==> config.mk <==
export PLATFORM = sky130hd
export DESIGN_NAME = prbs_err_counter
export DESIGN_NICKNAME = d
export VERILOG_FILES = /design/src/rtl/prbs_err_counter.sv
export SDC_FILE = /design/constraint.sdc
export NUM_CORES = 1
export LEC_CHECK = 0
export BUFFER_PORTS_ARGS = -buffer_cell sky130_fd_sc_hd__buf_2
export CORE_MARGIN = 1
export CORE_UTILIZATION = 52
export CTS_CLUSTER_SIZE = 8
export DETAILED_ROUTE_END_ITERATION = 12
export GPL_ROUTABILITY_DRIVEN = 0
export PLACE_DENSITY = 0.77
export SLEW_MARGIN = 20
export SYNTH_ARGS = -nofsm -noshare
export SYNTH_HDL_FRONTEND = slang
export SYNTH_SLANG_ARGS = --single-unit
==> constraint.sdc <==
create_clock -name clk -period 2 [get_ports clk]
set_input_delay 0.2 -clock clk [delete_from_list [all_inputs] [get_ports clk]]
set_output_delay 0.2 -clock clk [all_outputs]
set_load 0.03 [all_outputs]
==> src/rtl/prbs_err_counter.sv <==
// Saturating error counter; a clear wins over a coincident increment.
module prbs_err_counter #(
  parameter int unsigned CNT_W = 16
) (
  input  logic             clk,
  input  logic             reset,
  input  logic             clear_i,
  input  logic             inc_i,
  output logic [CNT_W-1:0] count_o
);

  logic [CNT_W-1:0] count_q;

  always_ff @(posedge clk or posedge reset) begin
    if (reset) begin
      count_q <= '0;
    end else if (clear_i) begin
      count_q <= '0;
    end else if (inc_i && (count_q != '1)) begin
      count_q <= count_q + 1'b1;
    end
  end

  assign count_o = count_q;

endmodule

==> metrics, run 1 <==
diode count=0; placeable core region=1590 µm²; # H-tree levels=1; summed negative setup slack over all endpoints=0 ns; max FFs per register=16; Clock Path Buffers=2; number of distinct standard cells referenced by the synthesized netlist=29; endpoint of the worst register-to-register path=count_o[13]; final wirelength=roughly 2200 µm; hold_sp=clear_i; ratio of final minimum period to clock period=93.4%; required arrival time at the worst endpoint=2.23 ns; mean area per synthesized cell=9.23 µm²; via count of the first global-routing pass=808; post-CTS sizing=0; total leakage power=0.460 nW; worst skew pair latency=0.30 ns; count of port buffers added during placement=19; routed length per placed instance=14.7 µm; Bufs and invs on worst path=0; detailed-route vias per instance=6.29; Post-DRT Antenna Nets=0; Max Cap Violations=0; largest net degree at the start of global routing=20; power density over the cells=about 560 nW/µm²; endpoint type of the worst setup path=flop; 1st-iter DRT viols=21; routed metal-1 wire length=972 µm; Sink Count=16; area added between synthesis and finish=17.3%; sequential area share after synthesis=a little over two fifths; wire length of the first global-routing pass=3450 µm; final count of hold timing violations=0; worst-case hold path end point=count_o[5]; vias after detailed routing=around 900; delay of the slowest cell on the worst path=0.56 ns; met3 wire length=85 µm; Residual DRC=0; number of cell instances on the worst register-to-register path=4; Critical-path top delay cell=sky130_fd_sc_hd__or4_4; proportion of total power due to net switching=between 20% and 30%; yosys warns=0; ordered cell list for the critical path=nand4_1 > or4_4 > or4_1 > a21oi_1; Max VDD drop=505 µV; post-route setup slack=0.131 ns; worst setup timing slack at the placement stage=0.188 ns; beginning of the worst register-to-register path=count_o[2]; Post-layout nets=129; setup fix buffers added after clock tree synthesis=0; clock transition at the registers of the reported paths=0.11 ns; share of layout cells above drive strength 1=25.2%; Die H=44.3 µm; antenna violations before repair=0; CP Data Arrival Time=roughly 2.1 ns; portion of total power attributed to combinational logic=7.4%; asr flop ratio synth=100%; post-synthesis sequential element count=16; amount of wire on met2 after detailed routing=~1000 µm; fraction of power consumed by the clock network=37.7%; die outline width=44.3 µm; I/O Pins=20; cell depth of the worst min-delay path=2; Synth Instances=101; measured slew at the worst slew-check pin=0.635 ns; overall fraction of global-route tracks in use=24.2%; final clock skew=roughly 0.0024 ns; TritonCTS clock tree=done; part of the power in registers=54.8%; DR top layer=met4; final period demand of the worst path=between 1.5 and 2 ns; headroom to the max-slew limit=57.6%; commonest register cell after synthesis=sky130_fd_sc_hd__dfrtp_1; DPL Wire Length=1470 µm; unrepaired setup endpoints after global routing=no; Hold Path Class=in2reg; post-synth design cell area=932 µm²; internal power consumption=0.453 mW; count of TritonRoute iterations in the first routing pass=4; row count=14; type of the worst setup path=reg2reg; outcome=finished clean; Highest Clock Rate=535 MHz; Root Buffer Master=sky130_fd_sc_hd__clkbuf_4; dominant delay contributor by cell family on the critical path=simple AND/OR/NAND/NOR gates; Synthesized Nets=106; EDFF count, synth=0; overflow left after global routing=0; fin util=about two thirds; number of clock buffers inserted by TritonCTS=3; full die area=roughly 2000 µm²; count of pins over their slew limit=0; kind of start point of the critical path=flop; number of logic stages on the critical path including buffering=4; R2R setup slack=0.13 ns; switching component of the power=~0.15 mW; largest fanout of any net on the critical path=8; initial standard-cell utilization of the core=58.5%; number of setup violations in the final report=0
-- power by group through the flow --
stage               clock (mW)  sequential [mW]  combinational, mW
global placement             0            0.339             0.0439
floorplan                    0            0.346             0.0256
CTS                      0.227            0.333             0.0457
detailed placement           0            0.339             0.0440
finish                   0.229            0.333             0.0452
global route             0.236            0.334             0.0503
-- logic make-up (layout without fill, tap and decap cells) --
family	count (synthesis)	in the layout	share of synthesized area, %
and+or+nand+nor	49	49	32.6
DFF	16	16	43.0
AOI/OAI and AO/OA	25	25	15.7
muxes	3	3	3.49
buffers and inverters	7	29	3.89
adders and majority gates	1	1	1.34
-- layer usage --
metal / vias to the layer above / GRT usage, %
met3: 9 / 2.86
met2: 32 / 40.9
met4: 0 / 13.9
li1: 435 / -
met1: 448 / 29.8
met5: - / 0
-- worst reg2reg max path, delay by kind of cell, from the launching register on --
family	cells	cell delay (ns)
AOI/OAI and AO/OA	1	0.15
DFF	1	0.45
and+or+nand+nor	3	1.20
-- cell usage after synthesis, types with 4 or more instances --
library cell,count,area (µm²)
sky130_fd_sc_hd__nand2_1,6,22.5
sky130_fd_sc_hd__o21ai_0,5,25.0
sky130_fd_sc_hd__nand3_1,7,35.0
sky130_fd_sc_hd__or4_1,6,45.0
sky130_fd_sc_hd__or3_1,6,37.5
sky130_fd_sc_hd__dfrtp_1,16,400
sky130_fd_sc_hd__nand4_1,4,25.0
sky130_fd_sc_hd__o31ai_1,5,37.5
sky130_fd_sc_hd__a21oi_1,12,60.1
sky130_fd_sc_hd__nor3_1,4,20.0
-- final cells by class --
| cell class | count | area, µm² |
|---|---|---|
| multi-input combinational | 78 | 495 |
| inverter | 3 | 11.3 |
| sequential | 16 | 400 |
| timing repair buffer | 22 | 120 |
| clock buffer | 4 | 36.3 |
| fill | 145 | 500 |
| tap | 24 | 30.0 |
-- cells in the final DEF, fill, tap and decap left out, types with 2 or more instances in the layout --
master | synthesis | routed
sky130_fd_sc_hd__or3_1 | 6 | 6
sky130_fd_sc_hd__nand4_1 | 4 | 4
sky130_fd_sc_hd__mux2_2 | 2 | 2
sky130_fd_sc_hd__a21oi_1 | 12 | 12
sky130_fd_sc_hd__nand3_1 | 7 | 7
sky130_fd_sc_hd__o31ai_1 | 5 | 5
sky130_fd_sc_hd__nor2b_1 | 3 | 3
sky130_fd_sc_hd__clkbuf_4 | 0 | 3
sky130_fd_sc_hd__nand2_1 | 6 | 6
sky130_fd_sc_hd__or4_1 | 6 | 6
sky130_fd_sc_hd__buf_2 | 0 | 19
sky130_fd_sc_hd__nand2b_1 | 2 | 2
sky130_fd_sc_hd__nor4_1 | 3 | 3
sky130_fd_sc_hd__nor3_1 | 4 | 4
sky130_fd_sc_hd__dfrtp_1 | 16 | 16
sky130_fd_sc_hd__nor2_1 | 3 | 3
sky130_fd_sc_hd__buf_4 | 1 | 2
sky130_fd_sc_hd__inv_1 | 3 | 3
sky130_fd_sc_hd__o21ai_0 | 5 | 5
sky130_fd_sc_hd__o41ai_1 | 2 | 2
-- through the flow --
stage	instances	instance area, µm²	hold slack (ns)	total power, mW
2_1_floorplan	101	932	0.114	0.372
3_3_place_gp	142	1050	0.304	0.382
3_5_place_dp	142	1050	0.305	0.383
4_1_cts	147	1090	0.296	0.606
5_1_grt	147	1090	0.310	0.620
6_report	147	1090	0.288	0.607
-- worst max-delay path by stage --
stage / startpoint / end
2_1_floorplan: count_o[0] / count_o[0]
3_3_place_gp: count_o[2] / count_o[13]
6_report: count_o[2] / count_o[13]
4_1_cts: count_o[7] / count_o[13]
5_1_grt: count_o[2] / count_o[13]
3_5_place_dp: count_o[7] / count_o[13]
-- timing repair --
| action | 4_1_cts | 5_1_grt |
|---|---|---|
| hold buffers | 1 | 0 |
| endpoints found under the hold margin | 16 | 0 |
| endpoints found under the setup margin | 0 | 0 |
(Power assumes the default switching activity.)
==> inputs of run 2 (changes only) <==
ABC_AREA = 1   (was unset)
CORE_UTILIZATION = 53   (was 52)
==> run 2 against run 1 <==
Net effect:
- die area rose by 13%
- critical path type unchanged
- utilization fell by 1.0 points
- largest power group unchanged
- synthesized cell count rose by 57%
- hold slack got worse by 0.027 ns
- clock-buffer cell count fell by 1
==> metrics, run 2 <==
Clock Path Buffers=2; most frequent standard cell in the layout excluding fill and tap cells=sky130_fd_sc_hd__nand2_1; summed negative setup slack over all endpoints=0 ns; endpoint of the worst register-to-register path=count_o[13]; placeable core region=1820 µm²; number of cell instances on the worst register-to-register path=9; vias after detailed routing=1,082; commonest cells in the synthesized netlist=sky130_fd_sc_hd__nand2_1 (64), sky130_fd_sc_hd__dfrtp_1 (16), sky130_fd_sc_hd__inv_1 (16), sky130_fd_sc_hd__nor2_1 (16), sky130_fd_sc_hd__nand3_1 (12); Synth Instances=159; max FFs per register=16; portion of total power attributed to combinational logic=9.5%; outcome=finished clean; via count of the first global-routing pass=909; routed length per placed instance=between 10 and 15 µm; detailed-route vias per instance=5.28; worst setup timing slack at the placement stage=0.317 ns; Die H=about 47 µm; die outline width=47.2 µm; Residual DRC=0; final-layout fill cell count=between 150 and 200; Sink Count=16; EDFF count, synth=0; proportion of total power due to net switching=24.8%; post-synth design cell area=approximately 1100 µm²; post-route setup slack=0.277 ns; footprint of the multi-input gates=approximately 600 µm²; cell depth of the worst min-delay path=5; Post-DRT Antenna Nets=0; largest net degree at the start of global routing=17; commonest register cell after synthesis=sky130_fd_sc_hd__dfrtp_1; wire length of the first global-routing pass=3810 µm; share of layout cells above drive strength 1=17.8%; part of the power in registers=60.7%; mean area per synthesized cell=6.81 µm²; endpoint type of the worst setup path=flop; overall fraction of global-route tracks in use=25.2%; highest-count cells in the layout ignoring fill and taps=sky130_fd_sc_hd__nand2_1 (64), sky130_fd_sc_hd__buf_2 (19), sky130_fd_sc_hd__inv_1 (16), sky130_fd_sc_hd__nor2_1 (16), sky130_fd_sc_hd__dfrtp_1 (16); yosys warns=0; area added between synthesis and finish=13.5%; number of setup violations in the final report=0; 1st-iter DRT viols=47; kind of start point of the critical path=flop; area share of the largest cell type after synthesis=37.0%; final count of hold timing violations=0; worst hold slack across all endpoints=0.261 ns; top cells by area in the synthesized netlist=sky130_fd_sc_hd__dfrtp_1 (37%), sky130_fd_sc_hd__nand2_1 (22%), sky130_fd_sc_hd__nand4_1 (6.4%); final wirelength=roughly 2500 µm; required arrival time at the worst endpoint=2.22 ns; number of clock buffers inserted by TritonCTS=3; Post-layout nets=187; Highest Clock Rate=580 MHz; # H-tree levels=1; switching component of the power=0.135 mW; final period demand of the worst path=1.72 ns; I/O Pins=20; post-layout power=0.546 mW; internal power consumption=0.411 mW; register area=400 µm²; beginning of the worst register-to-register path=count_o[0]; count of TritonRoute iterations in the first routing pass=4; Final Instance Area=1230 µm²; type of the worst setup path=reg2reg; power density over the cells=444 nW/µm²; full die area=2230 µm²; fraction of power consumed by the clock network=29.8%; Hold Path Class=in2reg; unrepaired setup endpoints after global routing=no; hold_sp=inc_i; dpl cell area=1200 µm²; count of pins over their slew limit=0; CP Data Arrival Time=1.94 ns; total leakage power=0.702 nW; clock transition at the registers of the reported paths=0.09 ns; asr flop ratio synth=100%; R2R setup slack=roughly 0.28 ns; most frequent cell after synthesis=sky130_fd_sc_hd__nand2_1; Max VDD drop=between 400 and 500 µV; Yosys top cell by area=sky130_fd_sc_hd__dfrtp_1; setup fix buffers added after clock tree synthesis=0; post-synthesis sequential element count=16; DPL Wire Length=1840 µm; antenna violations before repair=0; sequential area share after synthesis=37.0%; Max Cap Violations=0; final clock skew=0.00663 ns; overflow left after global routing=0; Root Buffer Master=sky130_fd_sc_hd__clkbuf_4; measured slew at the worst slew-check pin=0.620 ns; row count=15; number of distinct standard cells referenced by the synthesized netlist=24; worst-case hold path end point=count_o[8]; largest fanout of any net on the critical path=14; count of port buffers added during placement=19; ratio of final minimum period to clock period=86.2%; headroom to the max-slew limit=58.6%; TritonCTS clock tree=done; Synthesized Nets=164; initial standard-cell utilization of the core=59.5%; worst skew pair latency=between 0.2 and 0.3 ns; diode count=0
## run 2: cell types whose count changed in the layout (fill, tap and decap cells not counted), sizes merged, moves of 5 or more
cell,change
a21oi,-11
nand3,+5
o31ai,-5
nor2,+19
or4,-8
inv,+14
nand4,+6
or3,-7
nand2,+60
## run 2: cells by family (layout without fill, tap and decap cells)
group,after synthesis,in the layout,share of synthesized area (%)
and+or+nand+nor,114,114,49.2
AOI/OAI and AO/OA,3,3,1.38
buffers and inverters,21,42,8.08
adders and majority gates,1,1,1.15
DFF,16,16,37.0
xor gates and xnor gates,4,4,3.23
## run 2: critical path: stages (launching register included)
cell                      delay, ns
sky130_fd_sc_hd__dfrtp_1       0.42
sky130_fd_sc_hd__ha_1          0.23
sky130_fd_sc_hd__nand2_2       0.10
sky130_fd_sc_hd__nor2_8        0.17
sky130_fd_sc_hd__nand2_4       0.07
sky130_fd_sc_hd__nor2_4        0.13
sky130_fd_sc_hd__nor2_2        0.09
sky130_fd_sc_hd__nor2_4        0.28
sky130_fd_sc_hd__nand2_1       0.09
sky130_fd_sc_hd__nand2_1       0.08
## run 2: metal layers
layer / track usage [%] / vias to the layer above / wire length [µm]
met5: 0 / - / 0
met4: 10.3 / 0 / 39
met3: 4.62 / 5 / 146
met2: 41.9 / 40 / 1150
met1: 32.2 / 493 / 1130
li1: - / 544 / -
## run 2: power by group through the flow
stage                     combinational [mW]  clock (mW)  sequential, mW
after floorplan                       0.0292           0           0.344
after global placement                0.0495           0           0.337
after detailed placement              0.0507           0           0.337
after CTS                             0.0524       0.168           0.331
after global routing                  0.0563       0.183           0.332
final                                 0.0516       0.163           0.331
## run 2: metrics by stage
stage,util (%),cells
floorplan,-,159
global placement,65.8,201
detailed placement,65.8,201
CTS,67.6,205
global route,67.6,205
finish,67.6,205
## run 2: worst max path at each step
stage	start	endpoint	slack, ns	depth (start not counted)
2_1_floorplan	count_o[1]	count_o[12]	0.26	10
3_3_place_gp	count_o[0]	count_o[9]	0.37	9
3_5_place_dp	count_o[0]	count_o[7]	0.32	9
4_1_cts	count_o[0]	count_o[13]	0.28	9
5_1_grt	count_o[1]	count_o[6]	0.13	9
6_report	count_o[0]	count_o[13]	0.28	9
## run 2: cell type report
| class | count | area share, % |
|---|---|---|
| Multi-Input combinational cell | 122 | 48.4 |
| Sequential cell | 16 | 32.6 |
| Timing Repair Buffer | 21 | 9.16 |
| Inverter | 18 | 5.49 |
| Tap cell | 25 | 2.54 |
| Clock buffer | 3 | 1.83 |
## run 2: timing repair
| action | 4_1_cts | 5_1_grt |
|---|---|---|
| gates resized for setup | 0 | 0 |
| endpoints found under the hold margin | 16 | 0 |
| hold buffers | 1 | 0 |
==> inputs of run 3 (changes only) <==
--- a/config.mk
+++ b/config.mk
@@ -15,2 +15,3 @@
 export PLACE_DENSITY = 0.77
+export RECOVER_POWER = 50
 export SLEW_MARGIN = 20
==> constraint.sdc (replaced) <==
create_clock -name clk -period 2 [get_ports clk]
set_input_delay 0.1 -clock clk [delete_from_list [all_inputs] [get_ports clk]]
set_output_delay 0.1 -clock clk [all_outputs]
set_load 0.03 [all_outputs]
==> run 3 against run 2 <==
Net effect:
- power decreased by 0.25%
- via count decreased by 0.46%
- clock skew decreased by 0.00080 ns
- combinational power decreased by 2%
==> metrics, run 3 (synthesis results as in run 2) <==
antenna violations before repair=0; overall fraction of global-route tracks in use=25.2%; fin util=around two thirds; type of the worst setup path=reg2reg; share of layout cells above drive strength 1=13.3%; endpoint of the worst register-to-register path=count_o[13]; DPL Wire Length=1840 µm; Max Cap Violations=0; beginning of the worst register-to-register path=count_o[0]; I/O Pins=20; routed length per placed instance=12.0 µm; clock transition at the registers of the reported paths=0.09 ns; outcome=finished clean; die outline width=47.2 µm; initial standard-cell utilization of the core=59.5%; full die area=2230 µm²; overflow left after global routing=0; ratio of final minimum period to clock period=86.0%; count of TritonRoute iterations in the first routing pass=4; total leakage power=0.668 nW; max FFs per register=16; final clock skew=0.00582 ns; largest fanout of any net on the critical path=14; via count of the first global-routing pass=909; Die H=47.2 µm; area added between synthesis and finish=12.6%; final count of hold timing violations=0; R2R setup slack=0.28 ns; final-layout fill cell count=179; number of setup violations in the final report=0; wire length of the first global-routing pass=3810 µm; Max VDD drop=402 µV; most frequent standard cell in the layout excluding fill and tap cells=sky130_fd_sc_hd__nand2_1; worst skew pair latency=0.28 ns; footprint of the multi-input gates=~600 µm²; Post-layout nets=187; Post-DRT Antenna Nets=0; largest net degree at the start of global routing=17; detailed-route vias per instance=~5.3; Highest Clock Rate=582 MHz; unrepaired setup endpoints after global routing=no; final wirelength=2470 µm; CP Data Arrival Time=roughly 1.9 ns; row count=15; endpoint type of the worst setup path=flop; highest-count cells in the layout ignoring fill and taps=sky130_fd_sc_hd__nand2_1 (64), sky130_fd_sc_hd__inv_1 (16), sky130_fd_sc_hd__nor2_1 (16), sky130_fd_sc_hd__dfrtp_1 (16), sky130_fd_sc_hd__nand3_1 (12); kind of start point of the critical path=flop; number of clock buffers inserted by TritonCTS=3; placed cells=201; summed negative setup slack over all endpoints=0 ns; setup fix buffers added after clock tree synthesis=0; 1st-iter DRT viols=46; required arrival time at the worst endpoint=2.22 ns; hold_sp=inc_i; # H-tree levels=1; Sink Count=16; Hold Path Class=in2reg; vias after detailed routing=1,077; TritonCTS clock tree=done; measured slew at the worst slew-check pin=between 0.6 and 0.7 ns; count of pins over their slew limit=0; worst hold slack across all endpoints=approximately 0.16 ns; final period demand of the worst path=1.72 ns; Root Buffer Master=sky130_fd_sc_hd__clkbuf_4; worst setup path startpoint=count_o[0]; count of port buffers added during placement=19; CP Capture Point=count_o[13]; headroom to the max-slew limit=58.6%; Cell Count, Final, Fillers Out=205; register area=400 µm²; placeable core region=~1800 µm²; Clock Path Buffers=2; Residual DRC=0; diode count=0; power density over the cells=446 nW/µm²; number of cell instances on the worst register-to-register path=9
run 3: cell types whose count changed in the layout (fill, tap and decap cells not counted), sizes merged:
cell and delta:
buf -8, clkbuf +8
run 3: report_power, final:
group	total (mW)	leakage, nW	switching [mW]	internal [mW]
Clock	0.162	0.0138	0.0923	0.0699
Sequential	0.331	0.222	0.00467	0.327
Combinational	0.0508	0.432	0.0376	0.0132
Total	0.544	0.668	0.135	0.410
run 3: final cells by class:
cell class	instances	area share, %
Sequential cell	16	32.8
Multi-Input combinational cell	122	48.8
Clock buffer	3	1.85
Timing Repair Buffer	21	8.41
Inverter	18	5.54
Tap cell	25	2.56
run 3: per-stage QoR:
stage	area, µm²	setup slack, ns	total power, mW
after global routing	1220	0.128	0.570
after CTS	1230	0.284	0.552
after global placement	1200	0.374	0.387
final	1220	0.280	0.544
after detailed placement	1200	0.317	0.388
after floorplan	1080	0.264	0.373
run 3: repair_timing:
item,CTS,global route
setup endpoints to repair,0,0
resized for setup,0,0
endpoints found under the hold margin,16,0
hold buffers,1,0
run 3: how the worst min path moves through the flow:
| stage | end | slack [ns] | depth (start not counted) |
|---|---|---|---|
| after CTS | count_o[8] | 0.16 | 5 |
| after floorplan | count_o[0] | 0.01 | 1 |
| after global routing | count_o[4] | 0.18 | 4 |
| after detailed placement | count_o[1] | 0.20 | 2 |
| after global placement | count_o[0] | 0.19 | 2 |
| final | count_o[8] | 0.16 | 5 |
run 3: critical path, cell delays in order, from the launching register on:
cell and delay, ns:
sky130_fd_sc_hd__dfrtp_1 0.42, sky130_fd_sc_hd__ha_1 0.22, sky130_fd_sc_hd__nand2_2 0.10, sky130_fd_sc_hd__nor2_8 0.17, sky130_fd_sc_hd__nand2_4 0.07, sky130_fd_sc_hd__nor2_4 0.13, sky130_fd_sc_hd__nor2_2 0.08, sky130_fd_sc_hd__nor2_4 0.28
sky130_fd_sc_hd__nand2_1 0.09, sky130_fd_sc_hd__nand2_1 0.08
run 3: metal layers:
layer	track usage, %	wire [µm]	up-vias
met5	0	0	-
met4	10.3	39	0
met3	4.62	167	5
met2	41.9	1150	36
met1	32.2	1110	492
li1	-	-	544
